==> src/rtl/std_seq_mem_d1.sv <==
// rtl/std_seq_mem_d1.sv - 1-D memory with pipelined registered reads and done pulses
module std_seq_mem_d1 #(
    parameter int WIDTH        = 32,
    parameter int SIZE         = 16,
    parameter int IDX_SIZE     = 4,
    parameter int READ_LATENCY = 1
) (
    input  logic                clk,
    input  logic                reset_n,
    input  logic [IDX_SIZE-1:0] addr0,
    input  logic [WIDTH-1:0]    write_data,
    input  logic                write_en,
    input  logic                read_en,
    output logic [WIDTH-1:0]    read_data,
    output logic                read_done,
    output logic                write_done,
    output logic                oob_err
);

    if ((2 ** IDX_SIZE) < SIZE || READ_LATENCY < 1 || READ_LATENCY > 4) begin : g_param_err
        $error("std_seq_mem_d1: need 2**IDX_SIZE >= SIZE and READ_LATENCY in 1..4");
    end

    logic [WIDTH-1:0] mem_q [SIZE];
    logic [WIDTH-1:0] read_data_q;
    logic             read_done_q;
    logic             write_done_q;
    logic             oob_q;
    logic             oob_d;
    logic             in_range;
    logic [WIDTH-1:0] rd_word;
    logic             out_vld;
    logic [WIDTH-1:0] out_data;

    assign in_range = (32'(addr0) < SIZE);

    // Read-first: the word is sampled before this edge's write lands.
    always_comb begin
        rd_word = '0;
        if (in_range) begin
            rd_word = mem_q[addr0];
        end
    end

    always_ff @(posedge clk) begin
        if (write_en && in_range) begin
            mem_q[addr0] <= write_data;
        end
    end

    // READ_LATENCY-1 stages sit between the array sample and the output register.
    if (READ_LATENCY == 1) begin : g_direct
        assign out_vld  = read_en;
        assign out_data = rd_word;
    end else begin : g_pipe
        logic [READ_LATENCY-2:0] pvld_q;
        logic [WIDTH-1:0]        pdata_q [READ_LATENCY-1];

        always_ff @(posedge clk or negedge reset_n) begin
            if (!reset_n) begin
                pvld_q <= '0;
            end else begin
                pvld_q[0] <= read_en;
                for (int k = 1; k < READ_LATENCY - 1; k++) begin
                    pvld_q[k] <= pvld_q[k-1];
                end
            end
        end

        always_ff @(posedge clk) begin
            pdata_q[0] <= rd_word;
            for (int k = 1; k < READ_LATENCY - 1; k++) begin
                pdata_q[k] <= pdata_q[k-1];
            end
        end

        assign out_vld  = pvld_q[READ_LATENCY-2];
        assign out_data = pdata_q[READ_LATENCY-2];
    end

    assign oob_d = oob_q | ((read_en | write_en) & ~in_range);

    always_ff @(posedge clk or negedge reset_n) begin
        if (!reset_n) begin
            read_data_q  <= '0;
            read_done_q  <= 1'b0;
            write_done_q <= 1'b0;
            oob_q        <= 1'b0;
        end else begin
            read_done_q  <= out_vld;
            write_done_q <= write_en;
            oob_q        <= oob_d;
            if (out_vld) begin
                read_data_q <= out_data;
            end
        end
    end

    assign read_data  = read_data_q;
    assign read_done  = read_done_q;
    assign write_done = write_done_q;
    assign oob_err    = oob_q;

endmodule

==> config.mk <==
export PLATFORM = sky130hd
export DESIGN_NAME = std_seq_mem_d1
export DESIGN_NICKNAME = d
export VERILOG_FILES = /design/src/rtl/std_seq_mem_d1.sv
export SDC_FILE = /design/constraint.sdc
export NUM_CORES = 1
export LEC_CHECK = 0
export CORE_MARGIN = 3
export CORE_UTILIZATION = 65
export DETAILED_ROUTE_END_ITERATION = 10
export PLACE_DENSITY = 0.84
export SYNTH_ARGS = -nofsm -noshare
export SYNTH_HDL_FRONTEND = slang
export SYNTH_SLANG_ARGS = --single-unit
==> constraint.sdc <==
create_clock -name clk -period 2.4 [get_ports clk]
set_input_delay 0.48 -clock clk [delete_from_list [all_inputs] [get_ports clk]]
set_output_delay 0.48 -clock clk [all_outputs]
set_load 0.05 [all_outputs]
* Yosys cells after proc, flatten, opt, wreduce, memory -nomap -nowiden
Memories as Yosys holds them, arrays and structs flattened. A register that Yosys moved wholly into a read port is not among the register bits.
Index checks and enable logic that the tools add are counted.
** Operators by class
- Multiplexer cells :: 2
- Reduce and logical (&&, ||, !) cells :: 1
** Operators with widths (number)
- 2-to-1 mux 1 bit :: 2
- logical NOT 1 bit :: 1
** Word-level totals
- Register bits after elaboration :: 2
- Bits in writable memories :: 512
- Input bits :: 40
- Output and inout bits :: 35
- Word-level logic and storage cells :: 6
- Memories :: 1
** Memories
- mem_q :: words 16, width 32, rd ports 1, clocked after memory_dff 1, wr ports 1, RTL line 24 : logic [WIDTH-1:0] mem_q [SIZE];

* Depth between registers and ports, before layout
Gate-level depths: netlist (run 1).
- Depth after elaboration :: 2
- Gate-level depth with buffers :: 8
- Depth with buffers taken out :: 4

* Least setup slack after synthesis (run 1)
No wires, ideal clock.
- Kind :: input to register
- From :: input port addr0[3]
- To :: memory mem_q[4][0], enable pin
- Setup time :: 0.461 ns
- Data arrival time :: 3.430 ns
- Data required time :: 1.939 ns
- Slack :: -1.491 ns
- Stages on the path :: 5
- Path buffers :: 3
- Path through :: buf_4 buf_4 buf_2 nand3b_1 nor3_1
** RTL lines
- start, declared :: RTL line 10 : input logic [IDX_SIZE-1:0] addr0,
- end, declared :: RTL line 24
No word-level cell before the write port.

* Worst setup path after layout (run 1)
- From :: register read_data_q[14], in the netlist read_data[14] (read register of mem_q)
- To :: output port read_data[14]
** RTL lines
- start, declared :: RTL line 25 : logic [WIDTH-1:0] read_data_q;
- end, declared :: RTL line 14 : output logic [WIDTH-1:0] read_data,
No word-level cell between the ends.

==> results.cfg, run 1 <==
[logic_synthesis]
synth.most_common_cell = edfxtp_1
synth_cells = 1111
yosysTopAreaCellShare_pct = 73.55
ys_seq_area_share_pct = 77.62
synth_area_um2 = 20900
ys_ff_latch = 546
synth_area_leader_cell = edfxtp_1
async_flop_share_pct = 6.227
synth_cell_types = 30
synth_area_leaders = edfxtp_1 74%, mux2i_1 9.2%, dfrtp_1 4.1%
synth_commonest_cells = 512 x edfxtp_1, 192 x mux2i_1, 77 x nor2_1
syn_nets = 1151
avgSynthCellArea_um2 = 18.82
synth_flop_cell = edfxtp_1
ys_warn_count = 0
synth-edff-count = 512

[worst_setup_path]
regToRegEndpoint = read_data[14]$_DFFE_PN0P_
worstSetupEndpointType = output pin
cp_max_fo = 2
path_buf_inv = 1
critPathArrivalTime_ns = 1.80
startpoint_type = register
crit_type = reg -> out
rrSetupSlack_ns = 1.01
crit_family = buffers and inverters
reg2reg_depth = 4
required_ns = 1.92
critPathSlowestCell = clkdlybuf4s50_1
timing.rr.start = mem_q[4][14]$_DFFE_PP_
max_stage_delay_ns = 0.83
path_cells = clkdlybuf4s50_1

[power]
p_per_area_nw_per_um2 = 815.0
max-vdd-ir-drop_mv = 0.7737
p_leak_nw = 8.332
p_total_mw = 19.77

[timing]
report.final.slew_viol_count = 0
setup_viol = 0
relSlewSlack_pct = 54.11
fmax_ghz = 0.4387
fin_skew_ns = 0.01071
rsz0062_at_grt = false
layout_min_cycle_time_ns = 2.279
tightest_slew_ns = 0.6862
final_hold_viol_count = 0
min_period_over_period_pct = 94.97

[job]
maxCapViolCount = 0

[global_routing]
grt_pass1_vias = 11640
grt_max_degree = 66
grt_pass1_wl_um = 69030
overflow = 0
antenna_found_initial = 0
grt_use_total_pct = 27.26

[run_status]
outcome = finished clean

[route]
drtAntennaViolNets = 0
routedWlPerCell_um = 27.07
dr_total_vias = 11180
viasPerCell = 6.612
remaining_drc_errors = 0
drt_iter0_drc = 1171
firstDrtPassIters = 5
wl_um = 45750

[cts]
clockBufferDepth = 3
post-cts-setup-buffer-count = 0
clkTransAtPathRegs_ns = 0.06
cts-root-buf = clkbuf_16
cts.sink_count = 546
htreeDepth = 2
cts_tree = done
cts_buffers = 51
cts_resized = 0
clock_latency_ns = 0.56

[hold_path]
hold_path_class = in -> reg
hp-start = read_en
hold_depth = 2
holdPathEnd = read_done$_DFF_PN0_

[placed_design]
dpl-instance-area_um2 = 22710
gp_congestion = 0.8127
portBuffers = 73
dp_hpwl_um = 26750

[finish]
fin_util_pct = 76.66
n_antenna_cell = 0
fin_area_um2 = 24250
drive_gt1_share_pct = 15.76
area_delta_synth_final_pct = 16.02
nets = 1286

[floorplanning]
coreArea_um2 = 31640
start_util_pct = 66.07
boundaryPins = 75
die_w_um = 185.3
die_h_um = 185.3
die_area_um2 = 34350
row_count = 65
[cells by family (layout without fill, tap and decap cells)]
group	after synthesis	count (layout)	synth area share, %
AO/OA/AOI/OAI	146	146	4.944
other	1	1	0.01794
buffers and inverters	68	245	2.155
multiplexers	224	224	12.64
flip-flops	546	546	77.62
AND/OR/NAND/NOR	126	126	2.622
[placed cells by master (no fill, tap or decap), types with 2 or more instances in the layout]
master / synthesis / final
o22ai_2: 10 / 10
buf_2: 21 / 4
clkinv_1: 0 / 6
nor3_4: 0 / 4
nand3b_1: 4 / 4
mux2i_1: 192 / 192
clkbuf_1: 16 / 28
nor2_1: 77 / 65
nand2b_1: 2 / 2
a31oi_1: 32 / 32
o21ai_1: 16 / 16
o22ai_1: 54 / 54
o21ai_0: 2 / 2
a221oi_1: 18 / 18
clkinv_2: 0 / 4
nand3_1: 16 / 16
buf_12: 0 / 26
mux4_2: 32 / 32
clkdlybuf4s50_1: 0 / 67
edfxtp_1: 512 / 512
or3b_1: 3 / 3
nand2_1: 16 / 16
clkbuf_16: 0 / 53
a2bb2oi_1: 14 / 14
dfrtp_1: 34 / 34
buf_4: 11 / 51
nor2_4: 0 / 12
[report_power, final]
| group | total, mW | internal (mW) | switching [mW] |
|---|---|---|---|
| combinational | 1.51 | 0.543 | 0.963 |
| clock | 7.49 | 4.22 | 3.27 |
| sequential | 10.8 | 10.7 | 0.0956 |
| total | 19.8 | 15.4 | 4.33 |
[layer usage]
metal | track usage, % | vias up | part of all wire (%) | wire length, um
met5 | 0 | - | 0 | 0
met4 | 10.65 | 0 | 3.7 | 1672
met3 | 4.753 | 116 | 8.7 | 3996
met2 | 45.48 | 646 | 50 | 22900
met1 | 36.57 | 5670 | 38 | 17180
li1 | - | 4743 | - | -
[sequential cells by signal, indices dropped and copies added (netlist names)]
| register | cells |
|---|---|
| write_done | 1 |
| mem_q | 512 |
| read_data | 32 |
| read_done | 1 |
[layout make-up]
cell class | count | area [um^2]
Sequential cell | 546 | 16230
Timing Repair Buffer | 150 | 1619
Multi-Input combinational cell | 497 | 4370
Clock inverter | 13 | 90.09
Fill cell | 1609 | 7383
Tap cell | 402 | 503.0
Clock buffer | 82 | 1445
[how the worst max path moves through the flow]
stage | start | end | slack (ns) | depth (start not counted)
after floorplan | addr0[0] | mem_q[2][0]$_DFFE_PP_ | -0.24 | 6
after global placement | write_en | mem_q[0][0]$_DFFE_PP_ | 0.18 | 4
after detailed placement | write_en | mem_q[0][6]$_DFFE_PP_ | 0.14 | 4
after CTS | read_data[19]$_DFFE_PN0P_ | read_data[19] | 0.11 | 1
after global routing | read_data[19]$_DFFE_PN0P_ | read_data[19] | 0.08 | 1
final | read_data[14]$_DFFE_PN0P_ | read_data[14] | 0.12 | 1
[metrics by stage]
| stage | std cells | setup TNS (ns) | worst slack, ns | hold WS, ns |
|---|---|---|---|---|
| CTS | 1690 | 0 | 0.1086 | 0.3167 |
| detailed placement | 1594 | 0 | 0.1353 | 0.4953 |
| global route | 1690 | 0 | 0.08473 | 0.3282 |
| finish | 1690 | 0 | 0.1206 | 0.3183 |
| global placement | 1594 | 0 | 0.1816 | 0.4950 |
| floorplan | 1111 | -85.59 | -0.2447 | 0.1844 |
[timing repair]
| action | CTS | global route |
|---|---|---|
| hold endpoints to repair | 17 | 0 |
| setup endpoints to repair | 0 | 0 |
| hold buffers | 1 | 0 |
Power figures use the tool's default switching activity.
==> inputs of run 2 (changes only) <==
Settings changed: CELL_PAD_IN_SITES_DETAIL_PLACEMENT from default to 1, CELL_PAD_IN_SITES_GLOBAL_PLACEMENT from default to 1, CORE_UTILIZATION 65 to 59, CTS_BUF_LIST from default to sky130_fd_sc_hd__clkbuf_4, PLACE_DENSITY 0.84 to default, PLACE_DENSITY_LB_ADDON from default to 0.1.
==> run 2 against run 1 <==
- total power is 2.3% higher
- worst setup slack got worse by 0.048 ns
- clock skew grew 0.032 ns
- sequential cell count did not move
- sequential share of layout area is 1.1 points lower
- global-route usage increased by 2.5 points
- routed wire length increased by 21%
- maximum frequency shrank 2.1%
- cell count is 12% higher
- cell area rose by 1.6%
- die area increased by 9.8%
==> results.cfg, run 2 (synthesis gave the netlist of run 1 again) <==
[global_routing]
antenna_found_initial = 2
overflow = 0
grt_use_total_pct = 29.76
grt_pass1_wl_um = 82800
grt_pass1_vias = 13030
grt_max_degree = 66

[route]
viasPerCell = 6.229
drt_iter0_drc = 1095
firstDrtPassIters = 5
dr_total_vias = 11820
drtAntennaViolNets = 0
routedWlPerCell_um = 29.06
remaining_drc_errors = 0
wl_um = 55140

[timing]
layout_min_cycle_time_ns = 2.328
min_period_over_period_pct = 96.98
setup_viol = 0
tightest_slew_ns = 0.8888
setup_tns_ns = 0
hold-worst-slack_ns = 0.1445
final_hold_viol_count = 0
relSlewSlack_pct = 40.62
fin_skew_ns = 0.04257
fmax_ghz = 0.4296
rsz0062_at_grt = false
report.final.slew_viol_count = 0

[placed_design]
portBuffers = 73
dp_hpwl_um = 32120
gp_congestion = 0.7691
dpl-instance-area_um2 = 22900

[worst_setup_path]
worstSetupEndpointType = output pin
path_buf_inv = 1
required_ns = 1.92
path_cells = dlygate4sd2_1
critPathSlowestCell = dlygate4sd2_1
critPathArrivalTime_ns = 1.85
crit_type = reg -> out
crit_cells = 1
max_stage_delay_ns = 0.58
startpoint_type = register
crit_family = buffers and inverters
cp_max_fo = 2
reg2reg_depth = 4

[finish]
final_cell_mix = 512 x edfxtp_1, 211 x clkbuf_4, 192 x mux2i_1
fin_area_um2 = 24640
fillerInstances = 2927
nets = 1377
regMostFlops = mem_q
largest_register_ffs = 512
area_delta_synth_final_pct = 17.88
drive_gt1_share_pct = 25.12
final_common_cell = edfxtp_1

[cts]
cts.sink_count = 546
cts-root-buf = clkbuf_4
clock_latency_ns = 0.80
cts_tree = done
clkTransAtPathRegs_ns = 0.06
htreeDepth = 4
cts_buffers = 140
clockBufferDepth = 3

[job]
maxCapViolCount = 0

[floorplanning]
row_count = 68
coreArea_um2 = 34710
die_w_um = 194.2
die_h_um = 194.2
start_util_pct = 60.22
boundaryPins = 75
die_area_um2 = 37730

[hold_path]
hold_path_class = in -> reg
hold_depth = 2

[run_status]
outcome = finished clean

[power]
max-vdd-ir-drop_mv = 0.6003
p_total_mw = 20.22
p_leak_nw = 8.720
p_per_area_nw_per_um2 = 820.8
## run 2: changes by cell type in the layout (fill, tap and decap cells not counted), sizes merged
cell / delta
clkdlybuf4s50: -34
inv: +3
dlygate4sd2: +34
clkinv: +18
bufinv: +1
buf: +2
clkbuf: +129
diode: +1
## run 2: path summary, 6_finish.rpt
path | startpoint | endpoint | slack [ns]
setup / recovery | read_data[26]$_DFFE_PN0P_ | read_data[26] | 0.07
hold / removal | read_en | read_done$_DFF_PN0_ | 0.14
setup reg to reg | mem_q[12][10]$_DFFE_PP_ | read_data[10]$_DFFE_PN0P_ | 0.89
hold reg to reg | read_data[8]$_DFFE_PN0P_ | read_data[8]$_DFFE_PN0P_ | 0.55
max in group asynchronous | reset_n | read_data[22]$_DFFE_PN0P_ | 1.58
min in group asynchronous | reset_n | read_data[5]$_DFFE_PN0P_ | 0.23
## run 2: stage by stage
| stage | setup WS, ns | cells | utilization [%] |
|---|---|---|---|
| 2_1_floorplan | -0.2447 | 1111 | - |
| 5_1_grt | 0.02399 | 1897 | 70.98 |
| 6_report | 0.07236 | 1897 | 70.98 |
| 3_3_place_gp | 0.1494 | 1649 | 65.97 |
| 3_5_place_dp | 0.08199 | 1649 | 65.97 |
| 4_1_cts | 0.02937 | 1896 | 70.98 |
## run 2: layout make-up
| class | instances | area (um^2) | area share (%) |
|---|---|---|---|
| antenna | 1 | 2.502 | 0.01016 |
| clock buffer | 211 | 1584 | 6.428 |
| clock inverter | 35 | 185.2 | 0.7515 |
| multi-input combinational | 497 | 4370 | 17.74 |
| sequential | 546 | 16230 | 65.85 |
| tap | 455 | 569.3 | 2.310 |
| timing repair buffer | 152 | 1704 | 6.916 |
## run 2: repair_timing
item	in CTS	in global routing
resized for setup	34	0
endpoints found under the hold margin	16	0
setup buffers	0	0
hold buffers	1	0
endpoints found under the setup margin	34	0
## run 2: layer usage
| layer | vias to the layer above | GRT usage, % | routed length, um |
|---|---|---|---|
| li1 | 5015 | - | - |
| met1 | 6190 | 39.77 | 21690 |
| met2 | 502 | 49.64 | 28330 |
| met3 | 108 | 5.925 | 3677 |
| met4 | 2 | 10.45 | 1424 |
| met5 | - | 0 | 13 |
## run 2: report_power, final
group / leakage [nW] / internal [mW] / switching, mW
Clock: 1.06 / 4.22 / 3.71
Sequential: 5.01 / 10.7 / 0.109
Combinational: 2.65 / 0.499 / 1.02
Total: 8.72 / 15.4 / 4.84
==> inputs of run 3 (changes only) <==
Settings changed: REMOVE_ABC_BUFFERS from default to 1.
==> run 3 against run 2 <==
- hold slack lost 0.031 ns
- cell area grew 0.23%
- critical path type unchanged
- count of clock-buffer cells in the layout grew 10
==> results.cfg, run 3 (synthesis gave the netlist of run 1 again) <==
[run_status]
outcome = finished clean

[placed_design]
preCtsSetupSlack_ns = 0.009214
gp_congestion = 0.7660
dp_hpwl_um = 31950
portBuffers = 73

[route]
routedWlPerCell_um = 29.66
firstDrtPassIters = 5
drt_iter0_drc = 946
viasPerCell = 6.292
remaining_drc_errors = 0
drtAntennaViolNets = 0
wl_um = 56710
dr_total_vias = 12030

[floorplanning]
start_util_pct = 60.22
die_area_um2 = 37730
die_h_um = 194.2
coreArea_um2 = 34710
boundaryPins = 75
row_count = 68
die_w_um = 194.2

[worst_setup_path]
timing.rr.start = mem_q[13][3]$_DFFE_PP_
crit_family = buffers and inverters
required_ns = 1.92
path_buf_inv = 1
startpoint = read_data[6]$_DFFE_PN0P_
cp_max_fo = 2
max_stage_delay_ns = 0.55
startpoint_type = register
critPathArrivalTime_ns = 1.79
critPathSlowestCell = dlygate4sd2_1
crit_type = reg -> out
worstSetupEndpointType = output pin
path_cells = dlygate4sd2_1

[timing]
min_period_over_period_pct = 94.50
fmax_ghz = 0.4409
fin_ws_ns = 0.1321
final_hold_viol_count = 0
rsz0062_at_grt = false
setup_viol = 0
tightest_slew_ns = 0.7111
fin_skew_ns = 0.07010
relSlewSlack_pct = 52.44
layout_min_cycle_time_ns = 2.268
report.final.slew_viol_count = 0

[global_routing]
grt_use_total_pct = 30.59
grt_pass1_wl_um = 84560
grt_max_degree = 66
grt_pass1_vias = 13390
overflow = 0
antenna_found_initial = 2

[finish]
nets = 1389
drive_gt1_share_pct = 26.48
fillerInstances = 2952
area_delta_synth_final_pct = 18.15
largest_register_ffs = 512
regMostFlops = mem_q
final_cell_mix = 512 x edfxtp_1, 221 x clkbuf_4, 192 x mux2i_1
final_common_cell = edfxtp_1

[cts]
htreeDepth = 4
clkTransAtPathRegs_ns = 0.06
cts_buffers = 138
clock_latency_ns = 0.84
cts_tree = done
clockBufferDepth = 3
post-cts-setup-buffer-count = 0
cts.sink_count = 546
cts-root-buf = clkbuf_4

[hold_path]
hold_path_class = in -> reg
hp-start = read_en

[power]
clock_power_share_pct = 40.3
seqPwrFrac_pct = 52.3
intPower_mw = 15.65
p_leak_nw = 8.794
p_total_mw = 20.61
max-vdd-ir-drop_mv = 0.5666
swShare_pct = 24.04
combPwrFrac_pct = 7.5
p_per_area_nw_per_um2 = 834.4
switching_power_mw = 4.953

[job]
maxCapViolCount = 0
## run 3: final cells by class
class	instances	area [um^2]	share of cell area, %
repair buffers	166	1722	6.971
clock buffers	221	1659	6.718
clock inverters	24	168.9	0.6839
multi-input cells	497	4345	17.59
diodes	3	7.507	0.03040
well taps	455	569.3	2.305
flip-flops and latches	546	16230	65.70
## run 3: repair_timing
action	in CTS	in global routing
hold buffers	1	0
endpoints found under the setup margin	34	0
gates resized for setup	34	0
hold endpoints to repair	16	0
## run 3: final timing paths
kind	endpoint	slack, ns	cells past startpoint
worst min register to register	read_data[20]$_DFFE_PN0P_	0.54	2
max in group asynchronous	read_data[3]$_DFFE_PN0P_	1.54	3
worst min-delay path	read_done$_DFF_PN0_	0.11	2
worst max register to register	read_data[3]$_DFFE_PN0P_	0.93	4
worst max-delay path	read_data[6]	0.13	1
min in group asynchronous	read_data[7]$_DFFE_PN0P_	0.22	2
## run 3: routing by layer
layer / global-route usage (%) / part of all wire (%)
met2: 52.29 / 52
met3: 6.586 / 6.8
met5: 0 / 0
met1: 38.32 / 38
met4: 12.98 / 3.2
## run 3: through the flow
step | util [%] | setup TNS, ns | hold WS, ns | cells | instance area, um^2
6_report | 71.15 | 0 | 0.1132 | 1912 | 24700
5_1_grt | 71.15 | 0 | 0.03413 | 1912 | 24700
4_1_cts | 71.13 | 0 | 0.03047 | 1909 | 24690
3_5_place_dp | 65.95 | 0 | 0.5350 | 1663 | 22890
3_3_place_gp | 65.95 | 0 | 0.5240 | 1663 | 22890
2_1_floorplan | - | -142.46 | 0.1844 | 1043 | 20450
## run 3: power by group through the flow
stage / clock network (mW) / registers [mW] / logic [mW]
3_5_place_dp: 0 / 11.0 / 1.56
2_1_floorplan: 0 / 11.2 / 0.460
6_report: 8.30 / 10.8 / 1.54
5_1_grt: 8.99 / 10.8 / 1.62
4_1_cts: 8.47 / 10.8 / 1.54
3_3_place_gp: 0 / 10.9 / 1.50
